### config.mk
export PLATFORM = sky130hd
export DESIGN_NAME = register_file
export DESIGN_NICKNAME = d
export VERILOG_FILES = /design/src/rtl/mips_pkg.sv /design/src/rtl/regfile_read_port.sv /design/src/rtl/register_file.sv
export SDC_FILE = /design/constraint.sdc
export NUM_CORES = 2
export LEC_CHECK = 0
export ABC_CLOCK_PERIOD_IN_PS = 36000
export CORE_MARGIN = 2
export CORE_UTILIZATION = 63
export DETAILED_ROUTE_END_ITERATION = 8
export HOLD_SLACK_MARGIN = 0.02
export MAX_ROUTING_LAYER = met4
export PLACE_DENSITY = 0.79
export SLEW_MARGIN = 10
export SYNTH_ARGS = -nofsm -noshare
export SYNTH_HDL_FRONTEND = slang
export SYNTH_SLANG_ARGS = --single-unit
### constraint.sdc
create_clock -name clk -period 36 [get_ports clk]
set_clock_uncertainty 0.15 [all_clocks]
set_input_delay 3.6 -clock clk [delete_from_list [all_inputs] [get_ports clk]]
set_output_delay 3.6 -clock clk [all_outputs]
set_load 0.01 [all_outputs]
### src/rtl/mips_pkg.sv
// Shared MIPS datapath definitions: register file geometry and types.
package mips_pkg;

  localparam int unsigned REG_DATA_W = 32;
  localparam int unsigned REG_ADDR_W = 5;
  localparam int unsigned NUM_REGS   = 32;

  typedef logic [REG_ADDR_W-1:0] reg_addr_t;
  typedef logic [REG_DATA_W-1:0] reg_data_t;

  localparam reg_addr_t ZERO_REG = 5'd0;

endpackage : mips_pkg

### src/rtl/regfile_read_port.sv
// One combinational read port of the register file.
// Zero-register override always applies. Write-to-read forwarding of the
// in-flight write is compiled in when REGFILE_BYPASS_EN is defined.
module regfile_read_port
  import mips_pkg::*;
#(
  parameter int unsigned DATA_W = REG_DATA_W,
  parameter int unsigned ADDR_W = REG_ADDR_W
) (
  input  logic [DATA_W-1:0] regs [2**ADDR_W],
  input  logic [ADDR_W-1:0] addr,
  input  logic              rst,
  input  logic              wr_en,
  input  logic [ADDR_W-1:0] wr_addr,
  input  logic [DATA_W-1:0] wr_data,
  output logic [DATA_W-1:0] data
);

`ifdef REGFILE_BYPASS_EN
  logic bypass_hit;

  // Forward the pending write when it targets this port's (nonzero) index.
  always_comb begin
    bypass_hit = 1'b0;
    if (!rst && wr_en && (wr_addr != '0) && (wr_addr == addr)) begin
      bypass_hit = 1'b1;
    end
  end
`else
  // Write-side inputs are only consumed by the forwarding path.
  logic unused_wr;
  assign unused_wr = ^{rst, wr_en, wr_addr, wr_data};
`endif

  // Read mux with index 0 forced to zero.
  always_comb begin
    data = regs[addr];
`ifdef REGFILE_BYPASS_EN
    if (bypass_hit) begin
      data = wr_data;
    end
`endif
    if (addr == '0) begin
      data = '0;
    end
  end

endmodule : regfile_read_port

### src/rtl/register_file.sv
// 2^ADDR_W x DATA_W MIPS register file: two combinational read ports, one
// clocked write port, register 0 hardwired to zero, asynchronous reset.
// Optional same-cycle write forwarding: define REGFILE_BYPASS_EN.
module register_file
  import mips_pkg::*;
#(
  parameter int unsigned DATA_W = REG_DATA_W,
  parameter int unsigned ADDR_W = REG_ADDR_W
) (
  input  logic              clk,
  input  logic              rst,
  input  logic              RegWrite,
  input  logic [ADDR_W-1:0] read_reg_1,
  input  logic [ADDR_W-1:0] read_reg_2,
  input  logic [ADDR_W-1:0] write_reg,
  input  logic [DATA_W-1:0] write_data,
  output logic [DATA_W-1:0] out_data_1,
  output logic [DATA_W-1:0] out_data_2
);

  localparam int unsigned DEPTH = 2**ADDR_W;

  logic [DATA_W-1:0] regs [DEPTH];

  // Storage: async clear, write on rising edge unless targeting index 0.
  always_ff @(posedge clk or posedge rst) begin
    if (rst) begin
      for (int i = 0; i < DEPTH; i++) begin
        regs[i] <= '0;
      end
    end else if (RegWrite && (write_reg != '0)) begin
      regs[write_reg] <= write_data;
    end
  end

  regfile_read_port #(
    .DATA_W (DATA_W),
    .ADDR_W (ADDR_W)
  ) u_port_1 (
    .regs    (regs),
    .addr    (read_reg_1),
    .rst     (rst),
    .wr_en   (RegWrite),
    .wr_addr (write_reg),
    .wr_data (write_data),
    .data    (out_data_1)
  );

  regfile_read_port #(
    .DATA_W (DATA_W),
    .ADDR_W (ADDR_W)
  ) u_port_2 (
    .regs    (regs),
    .addr    (read_reg_2),
    .rst     (rst),
    .wr_en   (RegWrite),
    .wr_addr (write_reg),
    .wr_data (write_data),
    .data    (out_data_2)
  );

endmodule : register_file

==> flow_summary.ini <==
[floorplan]
dieWidth_um = 298
coreArea_um2 = 85400
dieArea_um2 = 88700
fp.dieH_um = 298
start_util = 0.637
boundaryPins = 114
rows = 107

[placement]
gp_congestion = 0.877
dp_slack_ps = 24410
port_buffers = 113
dp_hpwl_um = 94100

[setup_path]
max_stage_delay_ps = 960
cp-start-kind = primary input
crit_slowest_cell = buf_4
r2r_setup_slack_ps = 35000
critPathCaptureType = primary output
cp_cell_sequence = buf_8 -> buf_4 -> buf_4 -> mux4_2 -> mux2i_1 -> a221o_1 -> a31oi_1 -> clkdlybuf4s50_1
critPathRequiredTime_ps = 32250
path_delay_family = buffers and inverters
path_max_fanout = 62
r2r_start = regs[619]
cp_num_buf_inv = 4
cp.arrival_ps = 7870
rr_endpoint = regs[619]
worstRegToRegCells = 1
cp_common_cell = buf_4
critical_path_class = primary input to primary output

[clock_tree]
cts.sinks = 1024
cts_inserted_buffers = 106
htree_levels = 3
cts_hold_buf = 0
post_cts_buffers = 0
cts_tree = done
path_clk_slew_ps = 60
clockBufferDepth = 3
insertion_delay_ps = 680
root_buffer = clkbuf_16
cts-resized-gates = 0

[synth]
synth_cell_types = 36
async_flop_share = 1.00
synthCells = 3580
synth_ff_type = dfrtp_1
synth_edf_count = 0
synth-seq-cells = 1024
yosysWarnings = 0
yosysSeqAreaShare = 0.471
syn-num-nets = 3630
synth_top_cell_by_area = dfrtp_1
synthTopCellsByArea = dfrtp_1 47%, mux2_2 21%, mux4_2 19%
avgSynthCellArea_um2 = 15.2
synth_top_area_share = 0.471
netlist_area_um2 = 54400

[cells_and_area]
syn2layout_area_growth_pct = 9.15
layout-drive-gt1-share = 0.500
reg_top3 = regs (1024)
final_cell_mix = 1,024 x dfrtp_1, 1,004 x mux2_2, 448 x mux4_2, 192 x mux2i_1, 111 x clkbuf_16
final_core_util = 0.695
largest_register = regs
fin_nets = 3507
final_common_cell = dfrtp_1
largest_reg_flops = 1024

[sta]
slew_viol_final = 0
final.setup.worst_slack_ps = 24380
finalSetupViolCount = 0
timing.hold.ws_ps = 248
maxSlewHeadroom = 0.0951
min_period_ps = 11620
rsz0062_at_grt = no
hold_viol = 0
fin_crit_sh = 0.323
tightest_slew_ps = 1350
tns_ps = 0
fmax_ghz = 0.0861

[flow_run]
maxCapViolations = 0

[drt]
first_iter_violations = 5026
detail_route.wirelength_um = 172000
route.detailed.drc = 0
first_pass_iters = 5
viasPerCell = 7.68
vias = 36100
wire_per_inst_um = 36.6
ant_nets = 0

[grt]
grt_overflow = 0
grt_pass1_wl_um = 255000
grt_pass1_vias = 37700
groute.usage.overall = 0.404
grt_max_degree = 177
antenna_found_initial = 10

[min_path]
hold_depth = 0
worstHoldEndpoint = regs[1004]
min_from = regs[1004]
hp-class = flip-flop to flip-flop

[outcome]
run_status = completed

[pwr]
p_per_area_nw_per_um2 = 56.8
irDropWorstVdd_mv = 0.0593
p_leak_uw = 0.0255
[layer usage]
metal / vias up / part of all wire / track usage
met2: 2674 / 0.45 / 0.582
li1: 13700 / - / -
met3: 670 / 0.13 / 0.123
met5: - / 0 / -
met1: 19000 / 0.36 / 0.529
met4: 0 / 0.057 / 0.198
[worst max-delay path by stage]
stage / end / startpoint / depth (start not counted) / slack (ps)
after floorplan: regs[0] / rst / 1 / 3430
after global placement: out_data_1[9] / read_reg_1[0] / 8 / 24450
after detailed placement: out_data_1[9] / read_reg_1[0] / 8 / 24410
after CTS: out_data_1[9] / read_reg_1[0] / 8 / 24400
after global routing: out_data_1[9] / read_reg_1[0] / 8 / 24200
final: out_data_1[9] / read_reg_1[0] / 8 / 24380
[logic make-up (layout without fill, tap and decap cells)]
| family | Yosys count | after routing | synth area share |
|---|---|---|---|
| compound gates | 336 | 336 | 0.0456 |
| buf+inv | 426 | 390 | 0.0385 |
| flops | 1024 | 1024 | 0.471 |
| mux | 1664 | 1664 | 0.433 |
| other cells | 0 | 9 | 0 |
| simple gates | 130 | 130 | 0.0121 |
[metrics by stage]
stage | power [uW] | cells | cell area, um2
after floorplan | 2030 | 3580 | 54400
after global placement | 2180 | 4493 | 55800
after detailed placement | 2240 | 4493 | 55800
after CTS | 3370 | 4688 | 59400
after global routing | 3490 | 4697 | 59400
final | 3380 | 4697 | 59400
[area by class of cell]
cell class / count / area [um2]
antenna: 9 / 22.5
clock buffer: 150 / 3180
clock inverter: 45 / 415
fill: 5598 / 26000
inverter: 3 / 22.5
multi-input combinational: 2130 / 26900
sequential: 1024 / 25600
tap: 1144 / 1430
timing repair buffer: 192 / 1760
[cell usage after synthesis, types with 6 or more instances]
| cell | number |
|---|---|
| nand2_1 | 48 |
| mux2_2 | 1004 |
| dfrtp_1 | 1024 |
| a311oi_1 | 32 |
| buf_1 | 46 |
| buf_6 | 13 |
| o21ai_0 | 54 |
| nor2b_1 | 37 |
| clkbuf_1 | 210 |
| nor2_1 | 20 |
| buf_4 | 45 |
| a221oi_1 | 48 |
| a211oi_1 | 32 |
| buf_2 | 103 |
| mux4_2 | 448 |
| mux2_1 | 20 |
| a221o_1 | 32 |
| buf_12 | 6 |
| a22oi_1 | 64 |
| mux2i_1 | 192 |
| o21ai_1 | 26 |
| a31oi_1 | 32 |
| o2111ai_1 | 16 |
[where the power goes]
| part | switching, uW | leakage (uW) | total (uW) | internal (uW) |
|---|---|---|---|---|
| Sequential | 178 | 0.0131 | 1550 | 1370 |
| Clock | 473 | 0.00181 | 1140 | 663 |
| Combinational | 283 | 0.0106 | 691 | 408 |
No activity file was read; power rests on OpenSTA's default activity.
